## config.mk

```make
export PLATFORM = sky130hd
export DESIGN_NAME = mem_port_arbiter
export DESIGN_NICKNAME = d
export VERILOG_FILES = /design/src/rtl/arb_pkg.sv /design/src/rtl/sat_counter.sv /design/src/rtl/mem_port_arbiter.sv
export SDC_FILE = /design/constraint.sdc
export NUM_CORES = 1
export LEC_CHECK = 0
export CORE_ASPECT_RATIO = 0.9
export CORE_UTILIZATION = 36
export CTS_BUF_LIST = sky130_fd_sc_hd__clkbuf_16
export CTS_CLUSTER_SIZE = 24
export DETAILED_ROUTE_END_ITERATION = 8
export PLACE_DENSITY = 0.84
export SETUP_SLACK_MARGIN = 0.4
export SLEW_MARGIN = 10
export SYNTH_ARGS = -nofsm -noshare
export SYNTH_HDL_FRONTEND = slang
export SYNTH_SLANG_ARGS = --single-unit
export TNS_END_PERCENT = 10
```

## constraint.sdc

```tcl
create_clock -name clk -period 1.6 [get_ports clk]
set_input_delay 0.32 -clock clk [delete_from_list [all_inputs] [get_ports clk]]
set_output_delay 0.32 -clock clk [all_outputs]
set_load 0.02 [all_outputs]
```

## src/rtl/arb_pkg.sv

```systemverilog
// Shared types and constants for the instruction/data memory port arbiter.
package arb_pkg;

    typedef enum logic [1:0] {
        IDLE    = 2'd0,
        FETCH   = 2'd1,
        DATA    = 2'd2,
        DISCARD = 2'd3
    } arb_state_t;

    localparam int ARB_ADDR_W = 32;
    localparam int ARB_DATA_W = 32;
    localparam int PERF_W     = 32;

endpackage

```

## src/rtl/sat_counter.sv

```systemverilog
// Saturating up-counter with enable and synchronous active-low clear.
// Only compiled into the design when ARB_PERF_CNT_EN is defined.
`ifdef ARB_PERF_CNT_EN
module sat_counter
    import arb_pkg::*;
#(
    parameter int W = PERF_W
) (
    input  logic         i_clk,
    input  logic         i_clr_n,
    input  logic         i_en,
    output logic [W-1:0] o_cnt
);

    logic [W-1:0] r_cnt;

    always_ff @(posedge i_clk) begin
        if (!i_clr_n) begin
            r_cnt <= '0;
        end else if (i_en && (r_cnt != {W{1'b1}})) begin
            r_cnt <= r_cnt + {{(W-1){1'b0}}, 1'b1};
        end
    end

    assign o_cnt = r_cnt;

endmodule
`endif

```

## src/rtl/mem_port_arbiter.sv

```systemverilog
// Arbitrates the single shared memory port between instruction fetch and load/store.
// Optional stall counters are enabled with the macro ARB_PERF_CNT_EN.
module mem_port_arbiter
    import arb_pkg::*;
#(
    parameter int ADDR_W = ARB_ADDR_W,
    parameter int DATA_W = ARB_DATA_W
) (
    input  logic              clk,
    input  logic              rst,
    input  logic              if_req,
    input  logic [ADDR_W-1:0] if_addr,
    output logic [DATA_W-1:0] if_instr,
    output logic              if_valid,
    input  logic              branch_taken,
    output logic              flush_if,
    output logic              freeze_if,
    input  logic              mem_rd_en,
    input  logic              mem_wr_en,
    input  logic [ADDR_W-1:0] mem_addr,
    input  logic [DATA_W-1:0] mem_wdata,
    output logic [DATA_W-1:0] mem_rdata,
    output logic              mem_done,
    output logic              freeze_pipe,
    output logic              p_req,
    output logic              p_we,
    output logic [ADDR_W-1:0] p_addr,
    output logic [DATA_W-1:0] p_wdata,
    input  logic [DATA_W-1:0] p_rdata,
    input  logic              p_ready,
    output logic [PERF_W-1:0] fetch_stall_cnt,
    output logic [PERF_W-1:0] data_stall_cnt,
    output logic [1:0]        o_dbg_state
);

    // Port handshake: p_req/p_addr/p_we/p_wdata are held stable from the cycle
    // after a grant until the cycle where p_req & p_ready, which completes it.
    arb_state_t        r_state;
    arb_state_t        w_next_state;
    logic              r_fetch_prio;
    logic              r_p_req;
    logic              r_p_we;
    logic [ADDR_W-1:0] r_p_addr;
    logic [DATA_W-1:0] r_p_wdata;
    logic [DATA_W-1:0] r_if_instr;
    logic              r_if_valid;
    logic [DATA_W-1:0] r_mem_rdata;
    logic              r_mem_done;

    logic w_data_req;
    logic w_complete;
    logic w_grant_data;
    logic w_grant_fetch;
    logic w_fetch_done;
    logic w_data_done;

    assign w_data_req = mem_rd_en | mem_wr_en;
    assign w_complete = r_p_req & p_ready;

    always_ff @(posedge clk) begin
        if (!rst) begin
            r_state <= IDLE;
        end else begin
            r_state <= w_next_state;
        end
    end

    // During the mem_done cycle the enables still belong to the finished access.
    always_comb begin
        w_next_state  = r_state;
        w_grant_data  = 1'b0;
        w_grant_fetch = 1'b0;
        case (r_state)
            IDLE: begin
                if (w_data_req && !r_mem_done && !(r_fetch_prio && if_req)) begin
                    w_grant_data = 1'b1;
                    w_next_state = DATA;
                end else if (if_req) begin
                    w_grant_fetch = 1'b1;
                    w_next_state  = FETCH;
                end
            end
            FETCH: begin
                if (w_complete) begin
                    w_next_state = IDLE;
                end else if (branch_taken) begin
                    w_next_state = DISCARD;
                end
            end
            DATA, DISCARD: begin
                if (w_complete) begin
                    w_next_state = IDLE;
                end
            end
            default: w_next_state = IDLE;
        endcase
    end

    // A fetch completing in the same cycle as a taken branch is dropped.
    assign w_fetch_done = (r_state == FETCH) & w_complete & ~branch_taken;
    assign w_data_done  = (r_state == DATA) & w_complete;

    always_ff @(posedge clk) begin
        if (!rst) begin
            r_fetch_prio <= 1'b0;
            r_p_req      <= 1'b0;
            r_p_we       <= 1'b0;
            r_p_addr     <= '0;
            r_p_wdata    <= '0;
            r_if_instr   <= '0;
            r_if_valid   <= 1'b0;
            r_mem_rdata  <= '0;
            r_mem_done   <= 1'b0;
        end else begin
            r_if_valid <= w_fetch_done;
            r_mem_done <= w_data_done;
            if (w_fetch_done) begin
                r_if_instr <= p_rdata;
            end
            if (w_data_done && !r_p_we) begin
                r_mem_rdata <= p_rdata;
            end
            if (w_grant_data) begin
                r_p_req   <= 1'b1;
                r_p_addr  <= mem_addr;
                r_p_wdata <= mem_wdata;
                r_p_we    <= mem_wr_en;
            end else if (w_grant_fetch) begin
                r_p_req  <= 1'b1;
                r_p_addr <= if_addr;
                r_p_we   <= 1'b0;
            end else if (w_complete) begin
                r_p_req <= 1'b0;
            end
            if (w_data_done) begin
                r_fetch_prio <= 1'b1;
            end else if (w_grant_fetch) begin
                r_fetch_prio <= 1'b0;
            end
        end
    end

    assign if_instr    = r_if_instr;
    assign if_valid    = r_if_valid;
    assign mem_rdata   = r_mem_rdata;
    assign mem_done    = r_mem_done;
    assign p_req       = r_p_req;
    assign p_we        = r_p_we;
    assign p_addr      = r_p_addr;
    assign p_wdata     = r_p_wdata;
    assign o_dbg_state = r_state;

    assign flush_if    = rst & branch_taken;
    assign freeze_pipe = rst & w_data_req & ~r_mem_done;
    assign freeze_if   = rst & (~r_if_valid | freeze_pipe);

`ifdef ARB_PERF_CNT_EN
    logic w_fetch_stall_en;
    logic w_data_stall_en;

    assign w_fetch_stall_en = freeze_if & ~freeze_pipe;
    assign w_data_stall_en  = freeze_pipe;

    sat_counter #(.W(PERF_W)) u_fetch_stall_cnt (
        .i_clk   (clk),
        .i_clr_n (rst),
        .i_en    (w_fetch_stall_en),
        .o_cnt   (fetch_stall_cnt)
    );

    sat_counter #(.W(PERF_W)) u_data_stall_cnt (
        .i_clk   (clk),
        .i_clr_n (rst),
        .i_en    (w_data_stall_en),
        .o_cnt   (data_stall_cnt)
    );
`else
    assign fetch_stall_cnt = '0;
    assign data_stall_cnt  = '0;
`endif

endmodule
```

==> results of run 1 <==
## per-layer routing
layer,global-route usage,share of wire,vias to the layer above
met3,0.06147,0.072,47
met2,0.4129,0.50,342
met1,0.2916,0.39,3290
met4,0.1087,0.031,0
li1,-,-,3111
met5,0,0,-
## state kept, by name (all words and copies together) (netlist names)
register and flops:
if_instr 32, mem_rdata 32, p_addr 32, p_wdata 32
o_dbg_state 2, if_valid 1, mem_done 1, p_req 1
p_we 1, r_fetch_prio 1
## where the power goes
part           internal, mW  switching, mW
sequential             3.67          0.207
clock                  2.59           1.52
combinational          1.54           1.76
total                  7.79           3.49
## cells in the mapped netlist (all sizes together) (2+ instances only)
| cell type | count | area [um^2] |
|---|---|---|
| inv | 3 | 11.26 |
| a311oi | 32 | 461.7 |
| nand4b | 2 | 17.52 |
| a21oi | 99 | 495.5 |
| nand2 | 2 | 7.510 |
| nor2 | 4 | 15.01 |
| nand3 | 96 | 480.5 |
| clkbuf | 66 | 247.7 |
| a31oi | 33 | 206.5 |
| and4b | 2 | 20.02 |
| and3 | 2 | 12.51 |
| buf | 83 | 595.6 |
| nand3b | 32 | 240.2 |
| o21ai | 130 | 650.6 |
| dfxtp | 135 | 2703 |
| o21a | 2 | 15.01 |
## per-stage QoR
step | hold WS, ns | TNS (ns) | utilization
finish | 0.2921 | 0 | 0.6481
global route | 0.2942 | -0.1712 | 0.6481
CTS | 0.2821 | -0.004036 | 0.6187
detailed placement | 0.4665 | -49.54 | 0.5426
global placement | 0.4594 | -48.02 | 0.5426
floorplan | 0.4375 | 0 | -
## what timing repair did
item | CTS | global route
gates cloned | 1 | 5
buffers inserted | 3 | 9
gates resized for setup | 973 | 154
hold buffers | 0 | 0
pin swaps | 106 | 109
endpoints found under the setup margin | 272 | 265
## area by class of cell
cell class	count	area, um^2
inverters	3	13.76
well taps	235	294.0
fillers	1342	5963
flip-flops and latches	135	2873
clock buffers	17	425.4
repair buffers	330	3587
multi-input cells	514	3607
clock inverters	15	183.9
## final timing paths
| path | end | depth (start not counted) |
|---|---|---|
| max | p_addr[16] | 6 |
| min | p_req | 3 |
| max reg2reg | p_addr[16] | 6 |
| min reg2reg | mem_rdata[18] | 2 |
## logic make-up after synthesis
group,share of synthesized area
buffers and inverters,0.1360
other,0.0005968
AO/OA/AOI/OAI,0.3009
flip-flops,0.4301
AND/OR/NAND/NOR,0.1324
## worst reg2reg max path, stage by stage, from the launching register on
cell and delay (ns):
sky130_fd_sc_hd__dfxtp_4 0.36, sky130_fd_sc_hd__buf_6 0.12, sky130_fd_sc_hd__a211oi_4 0.29, sky130_fd_sc_hd__clkbuf_16 0.25
sky130_fd_sc_hd__buf_6 0.12, sky130_fd_sc_hd__nand3_2 0.07, sky130_fd_sc_hd__a311oi_2 0.28
## cells in the final DEF (no fill, tap or decap), drive strengths merged, types with 2 or more instances in the layout
cell             n
inv              6
clkinv           6
bufinv           4
dfxtp          135
a31oi           33
dlygate4sd2      9
conb            64
o21ai          130
a311oi          32
buf            187
and3             3
nand4b           2
nand3b          32
nor2             4
o21a             2
and4b            2
clkdlybuf4s15    2
clkdlybuf4s50  129
clkinvlp         2
clkbuf          20
nand3           96
a21oi           99
nand2            2
==> impl_metrics.py, run 1 <==
metrics = {
    "sta": {
        "finClkSkew_ns": 0.008583,
        "final_hold_viol_count": 0,
        "setup_viol": 0,
        "grt_setup_unrepaired": "yes",
        "period_share": 0.9902,
        "setup_slack_of_the_critical_path_after_layout_ns": 0.01568,
        "worst_pin_slew_ns": 0.5866,
        "slew_headroom": 0.6089,
        "period_minus_slack_ns": 1.584,
        "slew_viol_final": 0,
        "maxClockFrequency_mhz": 631.2,
    },
    "placed_design": {
        "placement.cell_area_mm2": 0.009195,
        "buffer_ports.inserted": 271,
        "dp_hpwl_mm": 14.35,
        "finalWeightedCongestion": 0.7899,
        "placed_cells_incl_taps": 1199,
        "place_ws_ns": -0.5101,
    },
    "final_layout": {
        "final_design_area_no_fill_mm2": 0.01098,
        "instances_no_fill": 1249,
        "post_route_cells_drive_above_1_share": 0.4872,
        "ant_diodes": 0,
        "area_delta_synth_final_pct": 74.81,
        "fin_nets": 1136,
    },
    "worst_setup_path": {
        "timing.critical_path.slowest_cell_delay_ns": 0.36,
        "worstSetupStartpointType": "register",
        "critical_path_buf_inv_count": 3,
        "worst-r2r-setup-slack_ns": 0.02,
        "timing.critical_path.slowest_stage_cell": "sky130_fd_sc_hd__dfxtp_4",
        "critical_path.top_delay_family": "compound AO/OA/AOI/OAI gates",
        "critical_path_required_ns": 1.91,
        "critical_path.cell_chain": "buf_6, a211oi_4, clkbuf_16, buf_6, nand3_2, a311oi_2",
        "timing.critical_path.arrival_ns": 1.89,
        "path_class": "register to register",
        "cp-end-kind": "register",
        "cpMostUsedCell": "sky130_fd_sc_hd__buf_6",
        "critical_path.startpoint": "o_dbg_state[0]",
        "regToRegStartpoint": "o_dbg_state[0]",
        "worstPathMaxFanout": 9,
    },
    "grt": {
        "globalRouteOverflowTotal": 0,
        "grt_pass1_wl_mm": 34.32,
        "grt_start_max_net_pins": 94,
        "number_of_antenna_violations_at_the_first_check_in_global_routing": 0,
        "global_route_usage_sum": 0.2438,
        "grt_pass1_vias": 6492,
    },
    "routing": {
        "drcViolationCount": 0,
        "dr_total_vias": 6790,
        "totalWireLength_mm": 23.77,
        "remaining_antenna_violation_count": 0,
        "routedWlPerCell_um": 19.03,
        "detail_route.iter0.violations": 357,
        "vias_per_cell": 5.436,
        "first_pass_iters": 6,
    },
    "clocking": {
        "h-tree-depth": 4,
        "cts.root.buffer_cell": "sky130_fd_sc_hd__clkbuf_16",
        "tritoncts.num_buffers": 17,
        "maximum_clock_insertion_buffer_count": 2,
        "cts_tree": "yes",
        "clkSinkCount": 135,
        "path_clk_slew_ns": 0.06,
        "worst_skew_pair.late_latency_ns": 0.41,
    },
    "floorplan": {
        "floorplan.rows": 45,
        "chip_width_um": 141.3,
        "initial_utilization": 0.3708,
        "die_height_um": 127.3,
        "coreArea_mm2": 0.01695,
        "die-area_mm2": 0.01799,
        "floorplan.io_pins": 336,
    },
    "yosys": {
        "syn_area_per_cell_um2": 8.526,
        "postSynth.asyncResetShare": 0,
        "synth_cells": 737,
        "count_of_flip_flops_with_a_built_in_enable_after_synthesis": 0,
        "yosys.cell_types.count": 35,
        "yosys_register_bits": 135,
        "postSynth.topFlopCell": "sky130_fd_sc_hd__dfxtp_1",
        "mappedNetlistArea_mm2": 0.006284,
        "synthesis.yosys.warnings": 0,
        "ys_seq_area_frac": 0.4301,
    },
    "job": {
        "max_cap_violations": 0,
    },
    "power": {
        "total_power_mw": 11.28,
        "max-vdd-ir-drop_mv": 0.7077,
        "power_leakage_nw": 4.160,
        "power_density_normalized_to_cell_area_mw_per_mm2": 1027,
    },
    "hold_path": {
        "worst_hold_path_type": "primary input to register",
        "min_from": "rst",
    },
    "status": {
        "outcome": "completed",
    },
}
Power figures use the tool's default switching activity.
==> run 2: changes to the inputs <==
- CORE_AREA: default -> 2 2 129 131
- CORE_ASPECT_RATIO: 0.9 -> default
- CORE_UTILIZATION: 36 -> default
- DIE_AREA: default -> 0 0 131 133
- GPL_TIMING_DRIVEN: default -> 0
- PLACE_DENSITY: 0.84 -> 0.86
- clock period: 1.6 -> 1.7 ns (I/O delays scaled with it)
==> impl_metrics.py, run 2 (synthesis gave the netlist of run 1 again) <==
metrics = {
    "placed_design": {
        "dp_hpwl_mm": 17.48,
        "finalWeightedCongestion": 0.8933,
        "placement.cell_area_mm2": 0.009580,
        "place_ws_ns": -0.8848,
        "placed_cells_incl_taps": 1290,
        "buffer_ports.inserted": 270,
    },
    "status": {
        "violated_checks": "negative setup slack",
        "outcome": "complete, but fails checks",
    },
    "sta": {
        "worst_pin_slew_ns": 0.9024,
        "setup-tns-final_ns": -0.1510,
        "period_share": 1.059,
        "finClkSkew_ns": 0.009955,
        "setup_viol": 2,
        "maxClockFrequency_mhz": 555.6,
        "final_hold_viol_count": 0,
        "grt_setup_unrepaired": "yes",
        "slew_headroom": 0.3984,
        "period_minus_slack_ns": 1.800,
        "slew_viol_final": 0,
        "setup_slack_of_the_critical_path_after_layout_ns": -0.09983,
    },
    "clocking": {
        "worst_skew_pair.late_latency_ns": 0.42,
        "cts.root.buffer_cell": "sky130_fd_sc_hd__clkbuf_16",
        "path_clk_slew_ns": 0.06,
        "maximum_clock_insertion_buffer_count": 2,
        "tritoncts.num_buffers": 17,
        "cts_tree": "yes",
        "clkSinkCount": 135,
        "h-tree-depth": 4,
    },
    "worst_setup_path": {
        "critical_path.cell_chain": "o21bai_4, buf_8, clkbuf_16, a21oi_4, buf_6",
        "timing.critical_path.arrival_ns": 1.46,
        "timing.critical_path.slowest_stage_cell": "sky130_fd_sc_hd__dfxtp_4",
        "timing.critical_path.slowest_cell_delay_ns": 0.36,
        "critical_path_required_ns": 1.36,
        "cp-end-kind": "primary output",
        "worstSetupStartpointType": "register",
        "critical_path.top_delay_family": "buffers and inverters",
        "worstPathMaxFanout": 4,
        "path_class": "register to primary output",
        "critical_path_buf_inv_count": 3,
    },
    "power": {
        "power.share.clock": 0.322,
        "power_frac_seq": 0.332,
        "net-switching-power_mw": 3.517,
        "fraction_of_power_spent_switching_nets": 0.3270,
        "cellInternalPower_mw": 7.238,
        "max-vdd-ir-drop_mv": 0.6782,
        "power_leakage_nw": 4.787,
        "power.share.combinational": 0.346,
        "total_power_mw": 10.76,
        "power_density_normalized_to_cell_area_mw_per_mm2": 893.8,
    },
    "floorplan": {
        "die_height_um": 133,
        "floorplan.io_pins": 336,
        "initial_utilization": 0.3885,
        "floorplan.rows": 47,
        "coreArea_mm2": 0.01617,
        "die-area_mm2": 0.01742,
        "chip_width_um": 131,
    },
    "routing": {
        "dr_total_vias": 7629,
        "totalWireLength_mm": 28.82,
        "detail_route.iter0.violations": 445,
        "drcViolationCount": 0,
        "vias_per_cell": 5.569,
        "routedWlPerCell_um": 21.04,
        "remaining_antenna_violation_count": 0,
        "first_pass_iters": 7,
    },
    "grt": {
        "number_of_antenna_violations_at_the_first_check_in_global_routing": 2,
        "grt_start_max_net_pins": 17,
        "global_route_usage_sum": 0.2862,
        "grt_pass1_vias": 7071,
        "grt_pass1_wl_mm": 38.65,
        "globalRouteOverflowTotal": 0,
    },
    "final_layout": {
        "fin_nets": 1274,
        "leading_cell_type_in_the_layout_fill_and_taps_excluded": "sky130_fd_sc_hd__clkdlybuf4s50_1",
        "area_delta_synth_final_pct": 91.52,
        "fillers": 1038,
        "final_design_area_no_fill_mm2": 0.01203,
        "instances_no_fill": 1370,
        "post_route_cells_drive_above_1_share": 0.5470,
        "layout.cells.most_common_list": "sky130_fd_sc_hd__clkdlybuf4s50_1, sky130_fd_sc_hd__dfxtp_1, sky130_fd_sc_hd__buf_2",
    },
    "job": {
        "max_cap_violations": 0,
    },
    "hold_path": {
        "worst_hold_path_type": "primary input to register",
    },
}
## run 2: changes by cell type in the layout (fill, tap and decap cells not counted), moves of 18 or more
cell,delta
sky130_fd_sc_hd__dfxtp_2,-106
sky130_fd_sc_hd__a21oi_2,+43
sky130_fd_sc_hd__buf_6,-101
sky130_fd_sc_hd__nand3_4,+18
sky130_fd_sc_hd__buf_4,+75
sky130_fd_sc_hd__a21oi_1,-44
sky130_fd_sc_hd__nand3_1,-28
sky130_fd_sc_hd__dfxtp_1,+108
sky130_fd_sc_hd__o21ai_2,+32
sky130_fd_sc_hd__buf_2,+106
sky130_fd_sc_hd__clkbuf_2,+18
sky130_fd_sc_hd__o21ai_0,-45
## run 2: timing repair
item	CTS	global route
pin swaps	140	139
endpoints found under the setup margin	268	159
cloned	6	5
gates resized for setup	876	340
hold buffers	0	0
buffers inserted	28	11
## run 2: path summary, 6_finish.rpt
| check | cells past startpoint | startpoint | end | slack, ns |
|---|---|---|---|---|
| max | 5 | mem_done | freeze_if | -0.1 |
| min | 2 | rst | p_we | 0.21 |
| max reg2reg | 8 | o_dbg_state[1] | p_addr[21] | 0.05 |
| min reg2reg | 2 | if_instr[25] | if_instr[25] | 0.45 |
## run 2: through the flow
step | utilization | hold slack, ns
after floorplan | - | 0.4575
after global placement | 0.5924 | 0.4596
after detailed placement | 0.5924 | 0.4647
after CTS | 0.6711 | 0.2809
after global routing | 0.7441 | 0.2081
final | 0.7441 | 0.2090
## run 2: area by class of cell
| class | instances | area, um^2 | share of cell area |
|---|---|---|---|
| antenna | 2 | 5.005 | 0.0004159 |
| buffer | 149 | 1418 | 0.1178 |
| clock buffer | 17 | 425.4 | 0.03535 |
| clock inverter | 11 | 113.9 | 0.009461 |
| inverter | 3 | 13.76 | 0.001144 |
| multi-input combinational | 513 | 4295 | 0.3569 |
| sequential | 135 | 2733 | 0.2271 |
| tap | 220 | 275.3 | 0.02287 |
| timing repair buffer | 320 | 2755 | 0.2289 |
## run 2: metal layers
| metal | up-vias | part of all wire | global-route usage |
|---|---|---|---|
| met1 | 3679 | 0.39 | 0.3636 |
| met3 | 106 | 0.075 | 0.05338 |
| met2 | 433 | 0.49 | 0.4732 |
| met4 | 0 | 0.044 | 0.1182 |
| li1 | 3411 | - | - |
| met5 | - | 0 | 0 |
## run 2: power groups by stage
stage | logic, mW | registers, mW | clock network, mW
5_1_grt | 3.89 | 3.59 | 3.60
2_1_floorplan | 1.24 | 3.88 | 0
3_3_place_gp | 2.61 | 3.59 | 0
4_1_cts | 3.17 | 3.53 | 3.49
3_5_place_dp | 2.65 | 3.60 | 0
6_report | 3.72 | 3.57 | 3.47
==> run 3: changes to the inputs <==
- PLACE_DENSITY: 0.86 -> 0.8
==> impl_metrics.py, run 3 (synthesis gave the netlist of run 1 again) <==
metrics = {
    "power": {
        "cellInternalPower_mw": 7.654,
        "net-switching-power_mw": 3.642,
        "power.share.clock": 0.346,
        "fraction_of_power_spent_switching_nets": 0.3224,
        "power.share.combinational": 0.337,
        "power_frac_seq": 0.317,
        "max-vdd-ir-drop_mv": 0.7109,
        "power_leakage_nw": 4.782,
        "power_density_normalized_to_cell_area_mw_per_mm2": 929.0,
    },
    "sta": {
        "slew_headroom": 0.3945,
        "worst_pin_slew_ns": 0.9083,
        "grt_setup_unrepaired": "yes",
        "setup-tns-final_ns": -0.1324,
        "setup_viol": 2,
        "setup_slack_of_the_critical_path_after_layout_ns": -0.09020,
        "maxClockFrequency_mhz": 558.6,
        "final_hold_viol_count": 0,
        "slew_viol_final": 0,
        "finClkSkew_ns": 0.009610,
        "period_minus_slack_ns": 1.790,
        "period_share": 1.053,
    },
    "job": {
        "max_cap_violations": 0,
    },
    "clocking": {
        "cts.root.buffer_cell": "sky130_fd_sc_hd__clkbuf_16",
        "cts_tree": "yes",
        "tritoncts.num_buffers": 17,
        "worst_skew_pair.late_latency_ns": 0.43,
        "path_clk_slew_ns": 0.06,
        "clkSinkCount": 135,
        "maximum_clock_insertion_buffer_count": 2,
        "h-tree-depth": 4,
    },
    "grt": {
        "routing_usage_on_met2": 0.4611,
        "grt_pass1_wl_mm": 38.26,
        "grt.met1_usage": 0.3454,
        "global_route_usage_sum": 0.2836,
        "grt_pass1_vias": 7045,
        "number_of_antenna_violations_at_the_first_check_in_global_routing": 3,
        "grt-busiest-layer": "met2",
        "grt_start_max_net_pins": 17,
        "globalRouteOverflowTotal": 0,
        "globalRouteMet3Util": 0.06996,
    },
    "worst_setup_path": {
        "worst_setup_path_endpoint": "freeze_if",
        "worst_r2r_path_depth": 8,
        "timing.critical_path.slowest_stage_cell": "sky130_fd_sc_hd__dfxtp_2",
        "crit-reg2reg-capture": "p_addr[26]",
        "worst-r2r-setup-slack_ns": 0.03,
        "worstSetupStartpointType": "register",
        "timing.critical_path.slowest_cell_delay_ns": 0.33,
        "timing.critical_path.arrival_ns": 1.45,
        "regToRegStartpoint": "o_dbg_state[1]",
        "path_class": "register to primary output",
        "worstPathMaxFanout": 3,
        "critical_path.startpoint": "mem_done",
        "critical_path.cell_chain": "o21bai_4, buf_8, clkbuf_16, a21oi_4, buf_6",
        "critical_path_required_ns": 1.36,
        "cp-end-kind": "primary output",
    },
    "floorplan": {
        "die_height_um": 133,
        "floorplan.rows": 47,
        "die-area_mm2": 0.01742,
        "floorplan.io_pins": 336,
        "initial_utilization": 0.3885,
        "coreArea_mm2": 0.01617,
        "chip_width_um": 131,
    },
    "final_layout": {
        "area_delta_synth_final_pct": 93.53,
        "fin_nets": 1270,
        "layout.cells.most_common_list": "sky130_fd_sc_hd__buf_4, sky130_fd_sc_hd__clkdlybuf4s50_1, sky130_fd_sc_hd__dfxtp_1",
        "post_route_cells_drive_above_1_share": 0.5501,
        "leading_cell_type_in_the_layout_fill_and_taps_excluded": "sky130_fd_sc_hd__buf_4",
    },
    "status": {
        "violated_checks": "negative setup slack",
        "outcome": "complete, but fails checks",
    },
    "routing": {
        "drcViolationCount": 0,
        "totalWireLength_mm": 28.61,
        "first_pass_iters": 5,
        "remaining_antenna_violation_count": 0,
        "routedWlPerCell_um": 20.87,
        "detail_route.iter0.violations": 436,
        "vias_per_cell": 5.522,
        "dr_total_vias": 7571,
    },
    "placed_design": {
        "buffer_ports.inserted": 270,
        "place_ws_ns": -0.8799,
        "finalWeightedCongestion": 0.8880,
        "dp_hpwl_mm": 16.98,
    },
    "hold_path": {
        "worst_hold_path_type": "primary input to register",
    },
}
run 3: cell count changes in the layout (fill, tap and decap cells not counted), sizes merged:
cell,before,now
clkbuf,71,68
buf,285,283
diode,2,4
clkinvlp,2,4
inv,4,3
bufinv,2,4
dlygate4sd2,0,1
run 3: worst min path at each step:
stage                          end  slack [ns]  cells after the start         from
floorplan                    p_req        0.46                      1          rst
finish                        p_we        0.19                      2          rst
global route                 p_req        0.18                      2          rst
detailed placement     p_wdata[17]        0.47                      2  p_wdata[17]
CTS                 o_dbg_state[0]        0.27                      3       if_req
global placement       p_wdata[10]        0.46                      2  p_wdata[10]
run 3: critical path: cells and delay by family (launching register included):
kind                   cells  cell delay [ns]
buffers and inverters      3             0.40
flip-flops                 1             0.33
AO/OA/AOI/OAI              2             0.29
run 3: layout make-up:
cell class | instances | area (um^2)
flip-flops and latches | 135 | 2746
multi-input cells | 513 | 4243
fillers | 1055 | 4011
diodes | 4 | 10.01
inverters | 3 | 13.76
clock inverters | 14 | 183.9
repair buffers | 316 | 2884
plain buffers | 149 | 1379
well taps | 220 | 275.3
clock buffers | 17 | 425.4
run 3: power by group through the flow:
stage / clock network (mW) / registers (mW) / logic (mW)
after floorplan: 0 / 3.88 / 1.24
after global placement: 0 / 3.59 / 2.61
after detailed placement: 0 / 3.60 / 2.64
after CTS: 3.90 / 3.54 / 3.27
after global routing: 4.04 / 3.60 / 3.99
final: 3.91 / 3.58 / 3.81
run 3: per-layer routing:
metal  vias up  part of all wire
li1       3414                 -
met1      3605              0.38
met2       439              0.49
met3       113             0.072
met4         0             0.057
met5         -                 0
run 3: what timing repair did:
| item | 4_1_cts | 5_1_grt |
|---|---|---|
| gates resized for setup | 885 | 381 |
| endpoints found under the setup margin | 268 | 202 |
| setup buffers | 24 | 7 |
| pin swaps | 134 | 149 |
| hold buffers | 0 | 0 |
| endpoints found under the hold margin | 0 | 0 |
| gates cloned | 12 | 3 |
run 3: through the flow:
step | utilization | hold slack (ns) | power [mW] | instances | area, um^2
6_report | 0.7520 | 0.1941 | 11.30 | 1371 | 12160
3_3_place_gp | 0.5924 | 0.4592 | 6.203 | 1290 | 9580
2_1_floorplan | - | 0.4575 | 5.111 | 800 | 6603
3_5_place_dp | 0.5924 | 0.4651 | 6.237 | 1290 | 9580
5_1_grt | 0.7520 | 0.1812 | 11.63 | 1371 | 12160
4_1_cts | 0.6708 | 0.2730 | 10.70 | 1357 | 10850
